## config.mk

```make
export PLATFORM = sky130hd
export DESIGN_NAME = axi_lite_master
export DESIGN_NICKNAME = d
export VERILOG_FILES = /design/src/rtl/axi_lite_master.sv
export SDC_FILE = /design/constraint.sdc
export NUM_CORES = 1
export LEC_CHECK = 0
export ABC_AREA = 1
export CORE_ASPECT_RATIO = 0.9
export CORE_MARGIN = 5
export CORE_UTILIZATION = 44
export CTS_CLUSTER_SIZE = 24
export DETAILED_ROUTE_END_ITERATION = 10
export PLACE_DENSITY = 0.81
export SYNTH_ARGS = -nofsm -noshare
export SYNTH_HDL_FRONTEND = slang
export SYNTH_SLANG_ARGS = --single-unit
```

## constraint.sdc

```tcl
create_clock -name m_axi_lite_aclk -period 2.14 [get_ports m_axi_lite_aclk]
set_input_delay 0.428 -clock m_axi_lite_aclk [delete_from_list [all_inputs] [get_ports m_axi_lite_aclk]]
set_output_delay 0.428 -clock m_axi_lite_aclk [all_outputs]
set_load 0.005 [all_outputs]
```

## src/rtl/axi_lite_master.sv

```systemverilog
// Single-outstanding AXI4-Lite initiator: turns a local command/response
// handshake into one AXI-Lite read or write at a time, with a sticky stall flag.
module axi_lite_master #(
  parameter int C_M_AXI_LITE_ADDR_WIDTH = 10,
  parameter int C_M_AXI_LITE_DATA_WIDTH = 32,
  parameter int C_TIMEOUT_CYCLES        = 1024
) (
  input  logic                                   m_axi_lite_aclk,
  input  logic                                   axi_resetn,
  // local command/response port
  input  logic                                   cmd_valid,
  output logic                                   cmd_ready,
  input  logic                                   cmd_write,
  input  logic [C_M_AXI_LITE_ADDR_WIDTH-1:0]     cmd_addr,
  input  logic [C_M_AXI_LITE_DATA_WIDTH-1:0]     cmd_wdata,
  input  logic [C_M_AXI_LITE_DATA_WIDTH/8-1:0]   cmd_wstrb,
  output logic                                   rsp_valid,
  input  logic                                   rsp_ready,
  output logic                                   rsp_write,
  output logic [C_M_AXI_LITE_DATA_WIDTH-1:0]     rsp_rdata,
  output logic [1:0]                             rsp_resp,
  // AXI-Lite master port
  output logic                                   m_axi_lite_awvalid,
  input  logic                                   m_axi_lite_awready,
  output logic [C_M_AXI_LITE_ADDR_WIDTH-1:0]     m_axi_lite_awaddr,
  output logic                                   m_axi_lite_wvalid,
  input  logic                                   m_axi_lite_wready,
  output logic [C_M_AXI_LITE_DATA_WIDTH-1:0]     m_axi_lite_wdata,
  output logic [C_M_AXI_LITE_DATA_WIDTH/8-1:0]   m_axi_lite_wstrb,
  input  logic                                   m_axi_lite_bvalid,
  output logic                                   m_axi_lite_bready,
  input  logic [1:0]                             m_axi_lite_bresp,
  output logic                                   m_axi_lite_arvalid,
  input  logic                                   m_axi_lite_arready,
  output logic [C_M_AXI_LITE_ADDR_WIDTH-1:0]     m_axi_lite_araddr,
  input  logic                                   m_axi_lite_rvalid,
  output logic                                   m_axi_lite_rready,
  input  logic [C_M_AXI_LITE_DATA_WIDTH-1:0]     m_axi_lite_rdata,
  input  logic [1:0]                             m_axi_lite_rresp,
  // status
  output logic                                   busy,
  output logic                                   timeout_err
);

  localparam int AW = C_M_AXI_LITE_ADDR_WIDTH;
  localparam int DW = C_M_AXI_LITE_DATA_WIDTH;
  localparam int SW = C_M_AXI_LITE_DATA_WIDTH / 8;
  localparam logic        TO_EN   = (C_TIMEOUT_CYCLES != 0);
  localparam logic [15:0] TO_LIM  = 16'(C_TIMEOUT_CYCLES);
  // With the timeout disabled the counter still saturates rather than wrapping.
  localparam logic [15:0] CNT_MAX = TO_EN ? TO_LIM : 16'hFFFF;

  typedef enum logic [2:0] {
    S_IDLE    = 3'd0,
    S_WR_AW_W = 3'd1,
    S_WR_B    = 3'd2,
    S_RD_AR   = 3'd3,
    S_RD_R    = 3'd4,
    S_RSP     = 3'd5
  } state_t;

  state_t          state_q, state_d;
  logic [AW-1:0]   addr_q, addr_d;
  logic [DW-1:0]   wdata_q, wdata_d;
  logic [SW-1:0]   wstrb_q, wstrb_d;
  logic            awvalid_q, awvalid_d;
  logic            wvalid_q, wvalid_d;
  logic            bready_q, bready_d;
  logic            arvalid_q, arvalid_d;
  logic            rready_q, rready_d;
  logic            rsp_valid_q, rsp_valid_d;
  logic            rsp_write_q, rsp_write_d;
  logic [DW-1:0]   rsp_rdata_q, rsp_rdata_d;
  logic [1:0]      rsp_resp_q, rsp_resp_d;
  logic [15:0]     cnt_q, cnt_d;
  logic            timeout_q, timeout_d;

  logic            aw_left_s;
  logic            w_left_s;
  logic            hs_any_s;
  logic            stall_state_s;

  always_ff @(posedge m_axi_lite_aclk) begin
    if (!axi_resetn) begin
      state_q     <= S_IDLE;
      addr_q      <= '0;
      wdata_q     <= '0;
      wstrb_q     <= '0;
      awvalid_q   <= 1'b0;
      wvalid_q    <= 1'b0;
      bready_q    <= 1'b0;
      arvalid_q   <= 1'b0;
      rready_q    <= 1'b0;
      rsp_valid_q <= 1'b0;
      rsp_write_q <= 1'b0;
      rsp_rdata_q <= '0;
      rsp_resp_q  <= 2'b00;
      cnt_q       <= 16'd0;
      timeout_q   <= 1'b0;
    end else begin
      state_q     <= state_d;
      addr_q      <= addr_d;
      wdata_q     <= wdata_d;
      wstrb_q     <= wstrb_d;
      awvalid_q   <= awvalid_d;
      wvalid_q    <= wvalid_d;
      bready_q    <= bready_d;
      arvalid_q   <= arvalid_d;
      rready_q    <= rready_d;
      rsp_valid_q <= rsp_valid_d;
      rsp_write_q <= rsp_write_d;
      rsp_rdata_q <= rsp_rdata_d;
      rsp_resp_q  <= rsp_resp_d;
      cnt_q       <= cnt_d;
      timeout_q   <= timeout_d;
    end
  end

  always_comb begin
    state_d     = state_q;
    addr_d      = addr_q;
    wdata_d     = wdata_q;
    wstrb_d     = wstrb_q;
    awvalid_d   = awvalid_q;
    wvalid_d    = wvalid_q;
    bready_d    = bready_q;
    arvalid_d   = arvalid_q;
    rready_d    = rready_q;
    rsp_valid_d = rsp_valid_q;
    rsp_write_d = rsp_write_q;
    rsp_rdata_d = rsp_rdata_q;
    rsp_resp_d  = rsp_resp_q;
    cnt_d       = cnt_q;
    timeout_d   = timeout_q;

    aw_left_s = awvalid_q & ~m_axi_lite_awready;
    w_left_s  = wvalid_q & ~m_axi_lite_wready;
    hs_any_s  = (awvalid_q & m_axi_lite_awready) | (wvalid_q & m_axi_lite_wready) |
                (m_axi_lite_bvalid & bready_q) | (arvalid_q & m_axi_lite_arready) |
                (m_axi_lite_rvalid & rready_q);
    stall_state_s = (state_q == S_WR_AW_W) || (state_q == S_WR_B) ||
                    (state_q == S_RD_AR) || (state_q == S_RD_R);

    case (state_q)
      S_IDLE: begin
        if (cmd_valid) begin
          addr_d  = cmd_addr;
          wdata_d = cmd_wdata;
          wstrb_d = cmd_wstrb;
          if (cmd_write) begin
            state_d   = S_WR_AW_W;
            awvalid_d = 1'b1;
            wvalid_d  = 1'b1;
          end else begin
            state_d   = S_RD_AR;
            arvalid_d = 1'b1;
          end
        end else begin
          state_d = S_IDLE;
        end
      end
      S_WR_AW_W: begin
        // AW and W retire independently; B is only accepted once both are gone.
        awvalid_d = aw_left_s;
        wvalid_d  = w_left_s;
        if (!aw_left_s && !w_left_s) begin
          state_d  = S_WR_B;
          bready_d = 1'b1;
        end else begin
          state_d = S_WR_AW_W;
        end
      end
      S_WR_B: begin
        if (m_axi_lite_bvalid) begin
          state_d     = S_RSP;
          bready_d    = 1'b0;
          rsp_valid_d = 1'b1;
          rsp_write_d = 1'b1;
          rsp_rdata_d = '0;
          rsp_resp_d  = m_axi_lite_bresp;
        end else begin
          state_d = S_WR_B;
        end
      end
      S_RD_AR: begin
        if (m_axi_lite_arready) begin
          state_d   = S_RD_R;
          arvalid_d = 1'b0;
          rready_d  = 1'b1;
        end else begin
          state_d = S_RD_AR;
        end
      end
      S_RD_R: begin
        if (m_axi_lite_rvalid) begin
          state_d     = S_RSP;
          rready_d    = 1'b0;
          rsp_valid_d = 1'b1;
          rsp_write_d = 1'b0;
          rsp_rdata_d = m_axi_lite_rdata;
          rsp_resp_d  = m_axi_lite_rresp;
        end else begin
          state_d = S_RD_R;
        end
      end
      S_RSP: begin
        if (rsp_ready) begin
          state_d     = S_IDLE;
          rsp_valid_d = 1'b0;
        end else begin
          state_d = S_RSP;
        end
      end
      default: begin
        state_d     = S_IDLE;
        awvalid_d   = 1'b0;
        wvalid_d    = 1'b0;
        bready_d    = 1'b0;
        arvalid_d   = 1'b0;
        rready_d    = 1'b0;
        rsp_valid_d = 1'b0;
      end
    endcase

    // Stall counter: any channel handshake counts as progress.
    if ((state_q == S_IDLE) || hs_any_s) begin
      cnt_d = 16'd0;
    end else if (stall_state_s && (cnt_q != CNT_MAX)) begin
      cnt_d = cnt_q + 16'd1;
    end else begin
      cnt_d = cnt_q;
    end

    if (TO_EN && stall_state_s && (cnt_d == TO_LIM)) begin
      timeout_d = 1'b1;
    end else begin
      timeout_d = timeout_q;
    end
  end

  assign cmd_ready          = (state_q == S_IDLE);
  assign busy               = (state_q != S_IDLE);
  assign timeout_err        = timeout_q;
  assign rsp_valid          = rsp_valid_q;
  assign rsp_write          = rsp_write_q;
  assign rsp_rdata          = rsp_rdata_q;
  assign rsp_resp           = rsp_resp_q;
  assign m_axi_lite_awvalid = awvalid_q;
  assign m_axi_lite_awaddr  = addr_q;
  assign m_axi_lite_wvalid  = wvalid_q;
  assign m_axi_lite_wdata   = wdata_q;
  assign m_axi_lite_wstrb   = wstrb_q;
  assign m_axi_lite_bready  = bready_q;
  assign m_axi_lite_arvalid = arvalid_q;
  assign m_axi_lite_araddr  = addr_q;
  assign m_axi_lite_rready  = rready_q;

endmodule

```

## Yosys cells after proc, flatten, opt, wreduce, memory -nomap -nowiden

Index checks and enable logic that the tools add are counted.

| storage, ports and cells | value |
|---|---|
| bits in registers | 107 |

| operators by class | value |
|---|---|
| add/sub/neg operators | 1 |
| equal/unequal tests | 15 |
| multiplexer cells | 35 |
| bitwise operators | 18 |
| reduce and logical (&&, ||, !) cells | 24 |

Operator list:

| operator | count |
|---|---|
| 32-bit 2-to-1 mux | 2 |
| 32-bit case mux with 2 select lines | 1 |
| 16-bit 2-to-1 mux | 2 |
| 3-bit case mux with 6 select lines | 1 |
| 16-bit by 1-bit adder with 16-bit output (second input constant) | 1 |
| 16-bit by 11-bit == test with 1-bit output (second input constant) | 1 |
| 16-bit by 11-bit inequality test with 1-bit output (second input constant) | 1 |
| 4-bit OR reduction | 4 |
| 1-bit case mux with 3 select lines | 5 |
| 1-bit 2-to-1 mux | 13 |
| 3-bit 2-to-1 mux | 4 |
| 2-bit inequality test (second input constant) | 6 |
| 3-bit AND reduction | 4 |
| 2-bit 2-to-1 mux | 4 |
| 4-bit AND reduction | 2 |
| 1-bit bitwise AND | 7 |
| 1-bit inverter | 7 |
| 3-bit by 2-bit == test with 1-bit output (second input constant) | 2 |
| 3-bit == test (second input constant) | 2 |
| 1-bit logical OR | 4 |
| 2-bit by 1-bit inequality test with 1-bit output (second input constant) | 2 |
| 1-bit OR | 4 |
| 1-bit case mux with 4 select lines | 1 |
| 2-bit case mux with 2 select lines | 1 |
| 9 further kinds | 12 |

## Logic depth before layout (Yosys ltp)

| logic depth | value |
|---|---|
| depth after elaboration | 9 |
| gate-level depth with buffers | 15 |
| gate-level depth less buffers | 14 |

## Worst setup path after synthesis

Ideal clock, no wire load.

| timing path | value |
|---|---|
| path kind | reg-to-reg |
| start point | reg cnt_q[0] |
| end point | reg timeout_q, in the netlist timeout_err |
| library setup time | 0.132 ns |
| arrival time | 1.549 ns |
| required time | 2.008 ns |
| slack | 0.459 ns |
| cell stages (with the launch flop) | 14 |
| cell sequence | dfxtp_1 > inv_1 > ha_1 > nand3_1 > nor2_1 > nand2_1 > buf_2 > nand3_1 > a21oi_1 > nor2_1 > nand2_1 > nor2_1 > nand2_1 > a21oi_1 |

| on the way | value |
|---|---|
| cells in the longest elaborated chain, start to end | 6 |
| elaborated cells between the ends (all ways) | 7 |
| classes of those cells | add/sub: 1; eq/ne: 2; mux: 2; reduce/logical: 2 |

RTL lines:

| what | RTL line | source |
|---|---|---|
| start, declared | 75 | `logic [15:0] cnt_q, cnt_d;` |
| start signal, assigned | 114 | `cnt_q <= cnt_d;` |
| branches (longest 2 deep; another with 16-bit by 1-bit adder with 16-bit output) | - |  |
| 16-bit 2-to-1 mux (*) | 228 | `end else if (stall_state_s && (cnt_q != CNT_MAX)) begin` |
| 16-bit 2-to-1 mux (*) | 226 | `if ((state_q == S_IDLE) \|\| hs_any_s) begin` |
| 16-bit by 11-bit == test with 1-bit output (*) | 234 | `if (TO_EN && stall_state_s && (cnt_d == TO_LIM)) begin` |
| 1-bit logical AND (*) | 234 |  |
| end signal, assigned | 115 | `timeout_q <= timeout_d;` |
| end, declared | 76 | `logic timeout_q, timeout_d;` |

Every way passes the cells marked *.
A chain may end at the register's enable or synchronous reset.

## Worst setup path in the final report

| timing path | value |
|---|---|
| start point | reg state_q[2] |
| end point | out cmd_ready |

| on the way | value |
|---|---|
| cells in the longest elaborated chain, start to end | 1 |

RTL lines:

| what | RTL line | source |
|---|---|---|
| start, declared | 62 | `state_t state_q, state_d;` |
| start signal, assigned | 101 | `state_q <= state_d;` |
| 3-bit logical NOT | 241 | `assign cmd_ready = (state_q == S_IDLE);` |
| end, declared | 12 | `output logic cmd_ready,` |

No other way between the ends.

==> parameters.txt <==
Parameter                              Value

Yosys
  Dominant synthesized flop cell ... sky130_fd_sc_hd__dfxtp_1
  Fraction of post-synthesis cell area in the top cell type by area ... 0.4414
  Number of warnings reported in the yosys synthesis log ... 0
  Cell Area, Synth ... 4853 µm²
  Number of synthesized register bits ... 107
  Average size of a mapped cell ... 7.116 µm²
  Most numerous cell in the Yosys netlist ... sky130_fd_sc_hd__nand2_1
  Fraction of synthesis flops using an asynchronous set or reset pin ... 0
  Count of different cell masters after synthesis ... 27
  Net count after synthesis ... 779
  Top post-synthesis cells by area ... sky130_fd_sc_hd__dfxtp_1 (44%), sky130_fd_sc_hd__nand2_1 (14%), sky130_fd_sc_hd__nand3_1 (11%), sky130_fd_sc_hd__a21oi_1 (9.4%), sky130_fd_sc_hd__nor2_1 (4.0%)
  Cell taking the most area after synthesis ... sky130_fd_sc_hd__dfxtp_1
  Sequential cell area fraction in the yosys report ... 0.4414
  Commonest cells in the synthesized netlist ... sky130_fd_sc_hd__nand2_1 (178), sky130_fd_sc_hd__dfxtp_1 (107), sky130_fd_sc_hd__nand3_1 (107), sky130_fd_sc_hd__a21oi_1 (91), sky130_fd_sc_hd__nor2_1 (52)
  Cell count after synthesis ... 682
  Count of flip-flops with a built-in enable after synthesis ... 0

Route
  Starting DRC count in detailed routing ... 425
  DR DRC count ... 0
  Average wire per cell in the routed design ... 15.28 µm
  Drt pass-1 iters ... 5
  Vias after detailed routing ... 5197
  Via-per-instance ratio ... 5.249
  WL final ... 15130 µm
  Final ANT Viol Nets ... 0

Timing
  Final setup TNS ... 0 ns
  Final max-slew violation count ... 0
  RSZ-0062 raised after global routing ... yes
  Top achievable clock speed ... 484.2 MHz
  Worst Skew ... 0.008836 ns
  Final Worst Setup Slack ... 0.07489 ns
  Share of the clock period used by the worst path ... 0.9650
  Relative slew slack ... 0.6030
  Final Hold Fails ... 0
  Setup violations, final ... 0
  Shortest period the worst path allows ... 2.065 ns
  Slew of the pin with the lowest slew margin ... 0.5947 ns

Clocking
  Number of hold buffers added after cts ... 0
  Clock Pin Slew Worst Setup and Hold Paths ... 0.07 ns
  TritonCTS clock tree ... done
  # H-tree levels ... 3
  Library cell used as clock root buffer ... sky130_fd_sc_hd__clkbuf_16
  Number of clock sinks seen by CTS ... 107
  Later-pin clock latency in the skew report ... 0.35 ns
  Number of buffers created by CTS ... 9
  Max Buffers Root-to-Sink ... 2

Critical path
  Worst Setup Start Kind ... flop
  Worst setup path class ... reg -> out
  Data arrival, critical path ... 1.64 ns
  CP max stage cell ... sky130_fd_sc_hd__clkdlybuf4s50_1
  Maximum fanout count along the critical path ... 6
  Data required time at the worst endpoint ... 1.71 ns
  Cell count of the worst reg-to-reg path ... 14
  Largest stage delay on the critical path ... 0.52 ns
  CP Capture Type ... output pin
  Worst path cell trace ... nor3_4 > buf_6 > clkdlybuf4s50_1

Floorplan
  Num rows ... 36
  Die Height ... 109.6 µm
  Initial Utilization ... 0.4490
  Boundary Pins ... 192
  DIE AREA ... 13230 µm²
  Horizontal die dimension ... 120.7 µm
  Area of the core region ... 10810 µm²

Power and ir drop
  LEAKAGE ... 2.687 nW
  Total power ... 6.695 mW
  Worst ir drop on vdd ... 0.7719 mV
  Power per cell area ... 932.2 nW/µm²

Hold path
  Worst hold path class ... in -> reg
  Depth of the worst hold-timing path ... 3

Global route
  Largest net degree at the start of global routing ... 58
  Total overflow reported by the global router ... 0
  All-Layer GR Usage ... 0.2298
  Via count of the first global-routing pass ... 5037
  Number of antenna violations at the first check in global routing ... 0
  Wire length of the first global-routing pass ... 24520 µm

Layout
  Share of layout cells above drive strength 1 ... 0.06651
  Layout area overhead ... 47.98%
  Final standard cell count with taps included and fillers excluded ... 990
  Reg area ... 2147 µm²
  Cell area after layout ... 7182 µm²
  Multi-input combinational cell area ... 2282 µm²
  Layout fillers ... 918
  # diodes ... 0
  Final net count ... 952

Placement
  Post-placement cell area ... 6844 µm²
  Routability congestion estimate ... 0.9138
  Total of buffers placed on input and output ports ... 191
  Worst setup slack before clock tree synthesis ... -0.01383 ns
  Total half-perimeter wirelength after legalization and detailed placement ... 11110 µm
  Placed insts ... 975

Flow run
  Max-capacitance violation count ... 0

Outcome
  Outcome ... completed
critical path, delay by kind of cell, from the launching register on:
family                 cells  cell delay [ns]
buffers and inverters      2             0.67
flip-flops                 1             0.37
AND/OR/NAND/NOR            1             0.25
area by class of cell:
class,count,share of cell area
Clock buffer,10,0.03328
Clock inverter,3,0.009059
Multi-Input combinational cell,483,0.3178
Timing Repair Buffer,213,0.2963
Tap cell,133,0.02317
Sequential cell,107,0.2990
Inverter,41,0.02143
sequential cells by signal (all words and copies together), names as in the netlist:
| name | cells |
|---|---|
| cnt_q | 16 |
| m_axi_lite_araddr | 10 |
| m_axi_lite_arvalid | 1 |
| m_axi_lite_awvalid | 1 |
| m_axi_lite_bready | 1 |
| m_axi_lite_rready | 1 |
| m_axi_lite_wdata | 32 |
| m_axi_lite_wstrb | 4 |
| m_axi_lite_wvalid | 1 |
| rsp_rdata | 32 |
| rsp_resp | 2 |
| rsp_valid | 1 |
| rsp_write | 1 |
| state_q | 3 |
| timeout_err | 1 |
path summary, 6_finish.rpt:
kind	startpoint	end	slack [ns]
worst min register to register	m_axi_lite_wdata[29]	m_axi_lite_wdata[29]	0.46
worst max register to register	cnt_q[0]	timeout_err	0.23
worst min-delay path	cmd_valid	state_q[0]	0.45
worst max-delay path	state_q[2]	cmd_ready	0.07
stage by stage:
stage                     hold WS [ns]    util
final                           0.4495  0.6644
after global routing            0.4678  0.6644
after CTS                       0.4472  0.6619
after detailed placement        0.4539  0.6331
after global placement          0.4472  0.6331
after floorplan                 0.4466       -
per-layer routing:
| metal | share of wire | track usage | vias to the layer above |
|---|---|---|---|
| li1 | - | - | 2573 |
| met1 | 0.40 | 0.2728 | 2366 |
| met2 | 0.46 | 0.3765 | 236 |
| met3 | 0.12 | 0.1049 | 22 |
| met4 | 0.016 | 0.06715 | 0 |
| met5 | 0 | 0 | - |
logic make-up after synthesis:
kind of cell | count (synthesis) | synth area share
fa+ha+maj | 5 | 0.01289
xor+xnor | 4 | 0.007220
flops | 107 | 0.4413
compound gates | 109 | 0.1170
simple gates | 365 | 0.3315
buf+inv | 92 | 0.08997
placed cells by master (no fill, tap or decap), types with 2 or more instances in the layout:
| master | Yosys | routed |
|---|---|---|
| sky130_fd_sc_hd__o21ai_0 | 9 | 9 |
| sky130_fd_sc_hd__or2_2 | 2 | 2 |
| sky130_fd_sc_hd__xnor2_1 | 2 | 2 |
| sky130_fd_sc_hd__nand2_4 | 2 | 2 |
| sky130_fd_sc_hd__nor3_4 | 3 | 3 |
| sky130_fd_sc_hd__a21oi_1 | 91 | 91 |
| sky130_fd_sc_hd__nand4_1 | 7 | 7 |
| sky130_fd_sc_hd__ha_1 | 5 | 5 |
| sky130_fd_sc_hd__clkbuf_16 | 0 | 9 |
| sky130_fd_sc_hd__nor2_1 | 52 | 49 |
| sky130_fd_sc_hd__bufinv_16 | 0 | 2 |
| sky130_fd_sc_hd__nand3b_1 | 3 | 3 |
| sky130_fd_sc_hd__inv_2 | 4 | 5 |
| sky130_fd_sc_hd__xor2_1 | 2 | 2 |
| sky130_fd_sc_hd__clkdlybuf4s50_1 | 0 | 189 |
| sky130_fd_sc_hd__a31oi_1 | 6 | 6 |
| sky130_fd_sc_hd__dfxtp_2 | 0 | 4 |
| sky130_fd_sc_hd__nor3_1 | 10 | 10 |
| sky130_fd_sc_hd__buf_4 | 15 | 17 |
| sky130_fd_sc_hd__buf_12 | 0 | 4 |
| sky130_fd_sc_hd__nand2_1 | 178 | 178 |
| sky130_fd_sc_hd__nand3_1 | 107 | 107 |
| sky130_fd_sc_hd__inv_1 | 36 | 35 |
| sky130_fd_sc_hd__dfxtp_1 | 107 | 103 |
| sky130_fd_sc_hd__nor2_2 | 0 | 3 |
what timing repair did:
| item | 4_1_cts | 5_1_grt |
|---|---|---|
| setup buffers | 1 | 1 |
| pin swaps | 1 | 1 |
| cloned | 0 | 0 |
| gates resized for setup | 0 | 9 |
| setup endpoints to repair | 2 | 3 |
where the power goes:
group          total [mW]  internal [mW]  leakage (nW)  switching (mW)
Clock                1.71           1.03         0.150           0.679
Sequential           2.42           2.23         0.872           0.188
Combinational        2.56           1.18          1.66            1.38
Note: power is estimated with default switching activity, not from simulation.
